--- src/rtl/io_pkg.sv ---
// Shared constants for the io_irq_timer peripheral: register offsets,
// CTRL bit positions and the default register window base.
package io_pkg;

   localparam logic [15:0] DEFAULT_BASE_ADDR = 16'hBFF8;

   localparam logic [2:0] REG_TLO  = 3'd0;
   localparam logic [2:0] REG_THI  = 3'd1;
   localparam logic [2:0] REG_CTRL = 3'd2;
   localparam logic [2:0] REG_STAT = 3'd3;
   localparam logic [2:0] REG_PORT = 3'd4;

   localparam int CTRL_RUN     = 0;
   localparam int CTRL_FREERUN = 1;
   localparam int CTRL_IEN     = 2;
   localparam int CTRL_TO_NMI  = 3;

   // Field order matches the CTRL bit indices above (run is bit 0).
   typedef struct packed {
      logic toNmi;
      logic ien;
      logic freerun;
      logic run;
   } ctrl_t;

endpackage

--- src/rtl/io_prescaler.sv ---
// Timer prescaler: divides clk by PRESCALE while enabled, emitting a
// single-cycle tick on the wrap; the count is held at 0 while disabled.
module io_prescaler #(
   parameter int PRESCALE = 1
) (
   input  logic clk,
   input  logic reset,
   input  logic i_en,
   output logic o_tick
);

   localparam int CW = (PRESCALE > 1) ? $clog2(PRESCALE) : 1;
   localparam logic [CW-1:0] LAST = CW'(PRESCALE - 1);

   logic [CW-1:0] r_count;

   assign o_tick = i_en && (r_count == LAST);

   always_ff @(posedge clk) begin
      if (reset || !i_en) begin
         r_count <= '0;
      end else if (o_tick) begin
         r_count <= '0;
      end else begin
         r_count <= r_count + 1'b1;
      end
   end

endmodule

--- src/rtl/io_irq_timer.sv ---
// Memory-mapped I/O port plus 16-bit interval timer driving CPU irq/nmi.
// Optional coherent 16-bit counter reads: define IO_IRQ_TIMER_SNAPSHOT_EN.
module io_irq_timer
   import io_pkg::*;
#(
   parameter logic [15:0] BASE_ADDR = DEFAULT_BASE_ADDR,
   parameter int          PRESCALE  = 1
) (
   input  logic        clk,
   input  logic        reset,
   input  logic [15:0] address,
   input  logic [7:0]  data_i,
   input  logic        write,
   output logic [7:0]  data_o,
   output logic        sel,
   output logic        irq,
   output logic        nmi,
   output logic [7:0]  port_out
);

   logic [15:0] r_counter;
   logic [7:0]  r_latch_lo;
   logic [7:0]  r_latch_hi;
   ctrl_t       r_ctrl;
   logic        r_flag;
   logic [7:0]  r_port;

   logic [2:0]  w_offset;
   logic        w_we;
   logic        w_thi_wr;
   logic        w_stat_clr;
   logic        w_tick;
   logic        w_expire;
   logic        w_timer_int;
   logic [7:0]  w_thi_rd;
   logic [7:0]  w_rdata;

   assign sel        = (address[15:3] == BASE_ADDR[15:3]);
   assign w_offset   = address[2:0];
   assign w_we       = sel && write;
   assign w_thi_wr   = w_we && (w_offset == REG_THI);
   assign w_stat_clr = w_we && (w_offset == REG_STAT) && data_i[0];
   assign w_expire   = w_tick && (r_counter == 16'h0000);

   io_prescaler #(
      .PRESCALE(PRESCALE)
   ) u_prescaler (
      .clk   (clk),
      .reset (reset),
      .i_en  (r_ctrl.run),
      .o_tick(w_tick)
   );

   // A THI load overrides a coincident tick, but an expiry on that tick
   // still sets FLAG, and setting FLAG always beats any clear.
   always_ff @(posedge clk) begin
      if (reset) begin
         r_counter  <= '0;
         r_latch_lo <= '0;
         r_latch_hi <= '0;
         r_ctrl     <= '0;
         r_flag     <= 1'b0;
         r_port     <= '0;
      end else begin
         if (w_we && (w_offset == REG_TLO)) begin
            r_latch_lo <= data_i;
         end

         if (w_thi_wr) begin
            r_latch_hi <= data_i;
            r_counter  <= {data_i, r_latch_lo};
         end else if (w_tick) begin
            if (r_counter != 16'h0000) begin
               r_counter <= r_counter - 16'd1;
            end else if (r_ctrl.freerun) begin
               r_counter <= {r_latch_hi, r_latch_lo};
            end
         end

         if (w_we && (w_offset == REG_CTRL)) begin
            r_ctrl <= ctrl_t'(data_i[3:0]);
         end else if (w_expire && !r_ctrl.freerun && !w_thi_wr) begin
            r_ctrl.run <= 1'b0;
         end

         if (w_expire) begin
            r_flag <= 1'b1;
         end else if (w_thi_wr || w_stat_clr) begin
            r_flag <= 1'b0;
         end

         if (w_we && (w_offset == REG_PORT)) begin
            r_port <= data_i;
         end
      end
   end

`ifdef IO_IRQ_TIMER_SNAPSHOT_EN
   logic [7:0] r_snap_hi;

   // Reading TLO freezes the high byte so a following THI read matches it.
   always_ff @(posedge clk) begin
      if (reset) begin
         r_snap_hi <= '0;
      end else if (sel && !write && (w_offset == REG_TLO)) begin
         r_snap_hi <= r_counter[15:8];
      end
   end

   assign w_thi_rd = r_snap_hi;
`else
   assign w_thi_rd = r_counter[15:8];
`endif

   always_comb begin
      w_rdata = 8'h00;
      case (w_offset)
         REG_TLO:  w_rdata = r_counter[7:0];
         REG_THI:  w_rdata = w_thi_rd;
         REG_CTRL: w_rdata = {4'h0, r_ctrl};
         REG_STAT: w_rdata = {7'h00, r_flag};
         REG_PORT: w_rdata = r_port;
         default:  w_rdata = 8'h00;
      endcase
   end

   assign data_o      = sel ? w_rdata : 8'h00;
   assign w_timer_int = r_flag && r_ctrl.ien;
   assign irq         = r_port[0] | (w_timer_int & ~r_ctrl.toNmi);
   assign nmi         = r_port[1] | (w_timer_int & r_ctrl.toNmi);
   assign port_out    = r_port;

endmodule
--- config.mk ---
export PLATFORM = sky130hd
export DESIGN_NAME = io_irq_timer
export DESIGN_NICKNAME = d
export VERILOG_FILES = /design/src/rtl/io_pkg.sv /design/src/rtl/io_prescaler.sv /design/src/rtl/io_irq_timer.sv
export SDC_FILE = /design/constraint.sdc
export NUM_CORES = 1
export LEC_CHECK = 0
export ABC_CLOCK_PERIOD_IN_PS = 3720
export CAP_MARGIN = 30
export CORE_MARGIN = 5
export CORE_UTILIZATION = 45
export CTS_BUF_LIST = sky130_fd_sc_hd__clkbuf_4 sky130_fd_sc_hd__clkbuf_8
export CTS_CLUSTER_DIAMETER = 120
export DETAILED_ROUTE_END_ITERATION = 10
export DONT_BUFFER_PORTS = 1
export PLACE_DENSITY = 0.7
export RECOVER_POWER = 25
export SETUP_SLACK_MARGIN = 0.4
export SYNTH_ARGS = -nofsm -noshare
export SYNTH_HDL_FRONTEND = slang
export SYNTH_SLANG_ARGS = --single-unit
--- constraint.sdc ---
create_clock -name clk -period 3.72 [get_ports clk]
set_clock_uncertainty 0.2 [all_clocks]
set_input_delay 0.744 -clock clk [delete_from_list [all_inputs] [get_ports clk]]
set_output_delay 0.744 -clock clk [all_outputs]
set_load 0.02 [all_outputs]
**Yosys cells after proc, flatten, opt, wreduce, memory -nomap -nowiden**

Cells that the tools add are included.

- Register bits after elaboration: 46
- Input bits: 27

- $add $sub $neg: 2
- Equality and inequality tests: 5
- Multiplexer cells: 10
- Bitwise logic cells: 6
- Reductions and logical operators: 26

Operators by type and width:

| cell | number |
|---|---|
| 16-bit 2-to-1 mux | 4 |
| 8-bit one-hot mux with 5 select lines | 1 |
| 16-bit logical NOT | 1 |
| 16-bit nonzero test | 1 |
| 16-bit by 1-bit subtractor with 16-bit output, second input constant | 1 |
| 13-bit == test, second input constant | 1 |
| 1-bit logical AND | 12 |
| 8-bit 2-to-1 mux | 1 |
| 3-bit by 2-bit == test with 1-bit output, second input constant | 2 |
| 2-bit nonzero test | 3 |
| 1-bit 2-to-1 mux | 4 |
| 3-bit by 1-bit == test with 1-bit output, second input constant | 1 |
| 3-bit == test, second input constant | 1 |
| 1-bit logical NOT | 3 |
| 3-bit logical NOT | 1 |
| 3-bit nonzero test | 1 |
| 1-bit AND | 2 |
| 1-bit logical OR | 2 |
| 1-bit NOT | 2 |
| 1-bit bitwise OR | 2 |
| 2-bit AND reduction | 1 |
| 2-bit OR reduction | 1 |
| 1-bit adder, second input constant | 1 |

**Logic depth before layout (Yosys ltp)**

Gate-level depths: netlist (run 1).

- Word-level depth: 7
- Mapped depth: 10
- Depth with buffers taken out: 8

**Hierarchy**

A second synthesis (run 1) with hierarchy kept.

- Cell total of the unflattened synthesis: 339
- Area, all modules: 2670.1 µm²

By module, submodules not included:

| module | times used | cells an instance | area an instance (µm²) | sequential area each (µm²) |
|---|---|---|---|---|
| io_irq_timer | 1 | 336 | 2632.5 | 900.9 |
| io_prescaler | 1 | 3 | 37.5 | 20.0 |

**Worst setup path before layout (run 1)**

Ideal clock, no wire load.

- Path kind: in2out
- Start point: input address[5]
- End point: output data_o[4]
- Arrival time: 1955 ps
- Required time: 2776 ps
- Path slack: 821 ps
- Stages: 5
- Cells stage by stage: nand4_1 > or4_4 > inv_2 > nand2_1 > nor2_1

- Word-level cells in the longest chain between the ends: 2

Ends and longest elaborated chain:

| what | line | RTL |
|---|---|---|
| start: declaration | io_irq_timer.sv:11 | `input logic [15:0] address,` |
| 13-bit == test | io_irq_timer.sv:38 | `assign sel = (address[15:3] == BASE_ADDR[15:3]);` |
| via sel | io_irq_timer.sv:15 | `output logic sel,` |
| 8-bit 2-to-1 mux | io_irq_timer.sv:127 | `assign data_o = sel ? w_rdata : 8'h00;` |
| end: declaration | io_irq_timer.sv:14 | `output logic [7:0] data_o,` |

The timed path passes the listed nets, and every way through them passes these cells.

**Worst setup path in the final report (run 1)**

- Start point: input address[5]
- End point: output data_o[5]

The elaborated chain is that of the path after synthesis.

==> impl_metrics.toml, run 1 <==
[final_layout]
nNetsFinal = 342
num_antenna_cells = 0
layout-drive-gt1-share_pct = 7.32
syn2layout_area_growth_pct = 6.23

[sta]
finalCritPeriodShare_pct = 88.0
grt_setup_unrepaired = "no"
hold_viol = 0
final.setup.tns_ps = 0
clock.fmax_mhz = 305
finalCriticalPeriod_ps = 3270
finalSetupViolations = 0
worst_slack_ps = 446
tightest_slew_ps = 721
max_slew_margin_pct = 51.9
finalMaxSlewViolations = 0

[cts]
htree_num_levels = 2
cts-buffers-inserted = 5
insertion_delay_ps = 290
tritoncts = "yes"
postCtsSetupBuffers = 0
cts_resized = 0
clk_pin_slew_worst_paths_ps = 80
clock_sinks = 46
hold_buffers = 0
cts_buffer_depth = 2
root_buffer = "clkbuf_8"

[logic_synthesis]
synth_cells = 322
async_reset_ff_share_pct = 0
ys_warn_count = 0
ys_top_cells_by_count = "nor2_1, dfxtp_1, a21oi_1, nand2_1, mux2i_1"
yosysMostFrequentCell = "nor2_1"
synth-seq-area-share_pct = 36.1
netlist_area_um2 = 2550
synth_cell_types = 52
yosysTopAreaCell = "dfxtp_1"
synthesis.nets = 351
syn_area_per_cell_um2 = 7.92
synth_edf_count = 0
ys_ff_latch = 46
ys.flop_type = "dfxtp_1"
synthTopCellsByArea = "dfxtp_1, mux2i_1, nor2_1, a21oi_1, nand2_1"
yosys.area.top_type_share_pct = 36.1

[global_route]
use_met3_pct = 5.34
grt_first_pass_wirelength_um = 10900
met2_usage_pct = 29.0
antenna_found_initial = 0
busiest_layer = "met2"
track_usage_pct = 18.4
first_global_vias = 2166
grt-ovfl-total = 0
met1_usage_pct = 25.3
grt_max_degree = 41

[floorplanning]
die_area_um2 = 7280
start_util_pct = 46.3
core.rowCount = 27
core_area_um2 = 5510
die_h_um = 85.3
dieWidth_um = 85.3
ios = 46

[worst_setup_path]
reg2reg_slack_ps = 920
critical_path_arrival_ps = 2330
critPathCaptureType = "primary output"
start_kind = "input port"
path_max_fanout = 7
required_ps = 2780
critPathKind = "in2out"

[place]
gp_congestion = 0.850
dp_hpwl_um = 4650
pre_cts_ws_ps = 656
portBuffers = 0

[power_and_ir_drop]
power_frac_comb_pct = 1.3
powerDensity_nw_per_um2 = 352
finalPower_mw = 0.955
leakage_nw = 1.07
intPower_mw = 0.785
seqPwrFrac_pct = 51.6
clkPwrFrac_pct = 47.1
ir_drop_mv = 0.358
switchingPower_mw = 0.171
switching_share_pct = 17.9

[routing]
ant_nets = 0
detail_route.vias_per_cell = 5.81
route.detailed.wl_per_inst_um = 16.7
drcViolationCount = 0
first_iter_violations = 153
firstDrtPassIters = 6
vias = 2241
drt_wl_total_um = 6460

[hold_path]
min-delay-path-class = "reg2reg"

[outcome]
status = "finished clean"

[flow_run]
maxCapViolations = 0
[critical path, stage by stage]
cell and delay, ps:
nand4_1 70, or4_1 590, inv_1 310, nand2_1 230, nor2_1 390
[flip-flops by register name, summed over array words and instances, names as in the netlist]
register	cells
port_out	8
r_counter	16
r_ctrl	4
r_flag	1
r_latch_hi	8
r_latch_lo	8
u_prescaler.r_count	1
[power groups by stage]
stage / logic [mW] / registers [mW] / clock network (mW)
2_1_floorplan: 0.0203 / 0.504 / 0
3_3_place_gp: 0.0120 / 0.504 / 0
3_5_place_dp: 0.0122 / 0.505 / 0
4_1_cts: 0.0123 / 0.493 / 0.460
5_1_grt: 0.0129 / 0.493 / 0.487
6_report: 0.0121 / 0.493 / 0.450
[logic make-up after synthesis]
logic type	share of synthesized area [%]
XOR/XNOR	2.06
AO/OA/AOI/OAI	19.5
AND/OR/NAND/NOR	26.7
other	0.147
adder cells (fa/ha/maj)	0.981
flip-flops	36.1
multiplexers	10.2
buffers and inverters	4.27
[per-stage QoR]
step	area, um^2	util [%]	hold slack, ps	instances
final	2710	49.2	252	386
after global routing	2710	49.2	268	386
after CTS	2720	49.3	253	386
after detailed placement	2570	46.7	241	378
after global placement	2570	46.7	237	378
after floorplan	2550	-	225	322
[path summary, 6_finish.rpt]
check | cells after the start | endpoint | startpoint
worst max-delay path | 5 | data_o[5] | address[5]
worst min-delay path | 2 | r_latch_hi[1]$_SDFFE_PP0P_ | r_latch_hi[1]$_SDFFE_PP0P_
worst max register to register | 8 | r_counter[12]$_SDFFE_PP0P_ | r_counter[0]$_SDFFE_PP0P_
worst min register to register | 2 | r_latch_hi[1]$_SDFFE_PP0P_ | r_latch_hi[1]$_SDFFE_PP0P_
[layout by cell type, fill, tap and decap left out, types with 2 or more instances in the layout]
cell type	n
a211oi_1	3
a211oi_2	4
a21o_1	5
a21oi_1	31
a22oi_1	3
a31oi_1	4
and3_1	2
buf_4	3
bufinv_16	2
clkbuf_8	6
dfxtp_1	46
ha_1	2
inv_1	5
mux2i_1	26
nand2_1	31
nand2b_1	2
nand3_1	10
nand3b_1	3
nand4_1	5
nor2_1	66
nor2b_1	3
nor3_1	10
nor4_1	2
o21ai_0	9
o22a_1	2
o31ai_1	2
xnor2_1	2
xor2_1	4
[routing by layer]
layer | share of wire [%] | routed length, um
met1 | 46 | 2950
met2 | 43 | 2760
met3 | 11 | 692
met4 | 0.84 | 54
met5 | 0 | 0
[final cells by class]
type / count / area (um^2)
Multi-Input combinational cell: 252 / 1520
Fill cell: 557 / 2800
Timing Repair Buffer: 3 / 22.5
Clock buffer: 6 / 82.6
Sequential cell: 46 / 921
Clock inverter: 2 / 60.1
Tap cell: 72 / 90.1
Inverter: 5 / 18.8
No activity file was read; power rests on OpenSTA's default activity.
==> run 2, diff against run 1 <==
- CTS_BUF_LIST: sky130_fd_sc_hd__clkbuf_4 sky130_fd_sc_hd__clkbuf_8 -> sky130_fd_sc_hd__clkbuf_16
- SETUP_SLACK_MARGIN: 0.4 -> 0.5
==> impl_metrics.toml, run 2 (synthesis results as in run 1) <==
[outcome]
status = "finished clean"

[sta]
final.setup.tns_ps = 0
hold_viol = 0
finalMaxSlewViolations = 0
clock.fmax_mhz = 304
tightest_slew_ps = 732
max_slew_margin_pct = 51.1
finalCriticalPeriod_ps = 3290
grt_setup_unrepaired = "no"
finalCritPeriodShare_pct = 88.5
finalSetupViolations = 0

[worst_setup_path]
reg2reg_from = "r_counter[0]$_SDFFE_PP0P_"
cp_cell_sequence = "nand4_1 -> or4_1 -> inv_1 -> nand2_1 -> nor2_1"
cp_slowest_stage_delay_ps = 590
reg2reg_to = "r_counter[12]$_SDFFE_PP0P_"
critical_path_arrival_ps = 2350
reg2reg_depth = 8
crit_family = "simple AND/OR/NAND/NOR gates"
critPathCaptureType = "primary output"
required_ps = 2780
critPathKind = "in2out"
start_kind = "input port"
crit_buf_inv = 1
slowest_stage = "or4_1"
path_max_fanout = 7
critPathLaunch = "address[5]"
reg2reg_slack_ps = 910

[global_route]
grt_first_pass_wirelength_um = 11000
track_usage_pct = 18.5
first_global_vias = 2163
antenna_found_initial = 0
grt_max_degree = 41
grt-ovfl-total = 0

[floorplanning]
ios = 46
dieWidth_um = 85.3
start_util_pct = 46.3
die_area_um2 = 7280
core.rowCount = 27
core_area_um2 = 5510
die_h_um = 85.3

[routing]
drt_wl_total_um = 6560
firstDrtPassIters = 5
first_iter_violations = 180
vias = 2254
detail_route.vias_per_cell = 5.84
route.detailed.wl_per_inst_um = 17.0
drcViolationCount = 0
ant_nets = 0

[cts]
root_buffer = "clkbuf_16"
htree_num_levels = 2
postCtsSetupBuffers = 0
cts-buffers-inserted = 5
clock_sinks = 46
clk_pin_slew_worst_paths_ps = 60
cts_buffer_depth = 2
tritoncts = "yes"
hold_buffers = 0
cts_resized = 0
insertion_delay_ps = 280

[final_layout]
largest_register = "r_counter"
nNetsFinal = 342
layout_common_cells = "nor2_1, dfxtp_1, nand2_1, a21oi_1, mux2i_1"
num_antenna_cells = 0
largest_reg_flops = 16
syn2layout_area_growth_pct = 8.04
mostFrequentLayoutCell = "nor2_1"
layout-drive-gt1-share_pct = 7.01

[power_and_ir_drop]
ir_drop_mv = 0.389
clkPwrFrac_pct = 52.7
finalPower_mw = 1.07
intPower_mw = 0.881
power_frac_comb_pct = 1.1
leakage_nw = 1.09
switching_share_pct = 17.5
powerDensity_nw_per_um2 = 387
seqPwrFrac_pct = 46.2
switchingPower_mw = 0.187

[flow_run]
maxCapViolations = 0

[hold_path]
hold_depth = 2
min-delay-path-class = "reg2reg"
worstHoldStart = "r_latch_hi[1]$_SDFFE_PP0P_"
holdPathEnd = "r_latch_hi[1]$_SDFFE_PP0P_"

[place]
gp_congestion = 0.850
portBuffers = 0
dp_hpwl_um = 4650
-- run 2: tightest hold or removal path, stage by stage (launching register included) --
cell and delay, ps:
dfxtp_1 310, nand2_1 50, a21oi_1 50
-- run 2: area by class of cell --
cell class,instances,area (um^2)
fill,542,2750
multi-input combinational,252,1520
inverter,5,18.8
sequential,46,921
clock buffer,5,125
clock inverter,3,63.8
timing repair buffer,3,22.5
tap,72,90.1
-- run 2: stage by stage --
step	hold WS (ps)	std cells	cell area (um^2)	util (%)	setup WS (ps)
after floorplan	225	322	2550	-	821
after global placement	237	378	2570	46.7	691
after detailed placement	241	378	2570	46.7	656
after CTS	249	386	2760	50.2	656
after global routing	263	386	2760	50.1	345
final	251	386	2760	50.1	429
-- run 2: power by group through the flow --
stage	Clock (mW)	Combinational (mW)	Sequential, mW
final	0.562	0.0120	0.493
after global routing	0.597	0.0130	0.493
after CTS	0.568	0.0123	0.493
after detailed placement	0	0.0122	0.505
after global placement	0	0.0120	0.504
after floorplan	0	0.0203	0.504
-- run 2: worst max-delay path by stage --
stage                            to  slack, ps  cells after the start
after floorplan           data_o[4]        820                      5
after global placement    data_o[7]        690                      5
after detailed placement  data_o[5]        660                      5
after CTS                 data_o[5]        660                      5
after global routing      data_o[5]        340                      5
final                     data_o[5]        430                      5
-- run 2: routing by layer --
metal / routed length (um) / track usage (%) / part of all wire, % / vias to the layer above
met5: 0 / 0 / 0 / -
li1: - / - / - / 1117
met1: 3040 / 25.1 / 46 / 1043
met3: 652 / 5.63 / 9.9 / 4
met2: 2830 / 29.2 / 43 / 90
met4: 41 / 3.74 / 0.62 / 0
==> run 3, diff against run 2 <==
- GPL_TIMING_DRIVEN: not set -> 1
- TNS_END_PERCENT: not set -> 100
==> results of run 3 <==
No change in the layout: final DEF, timing and power equal those of run 2.
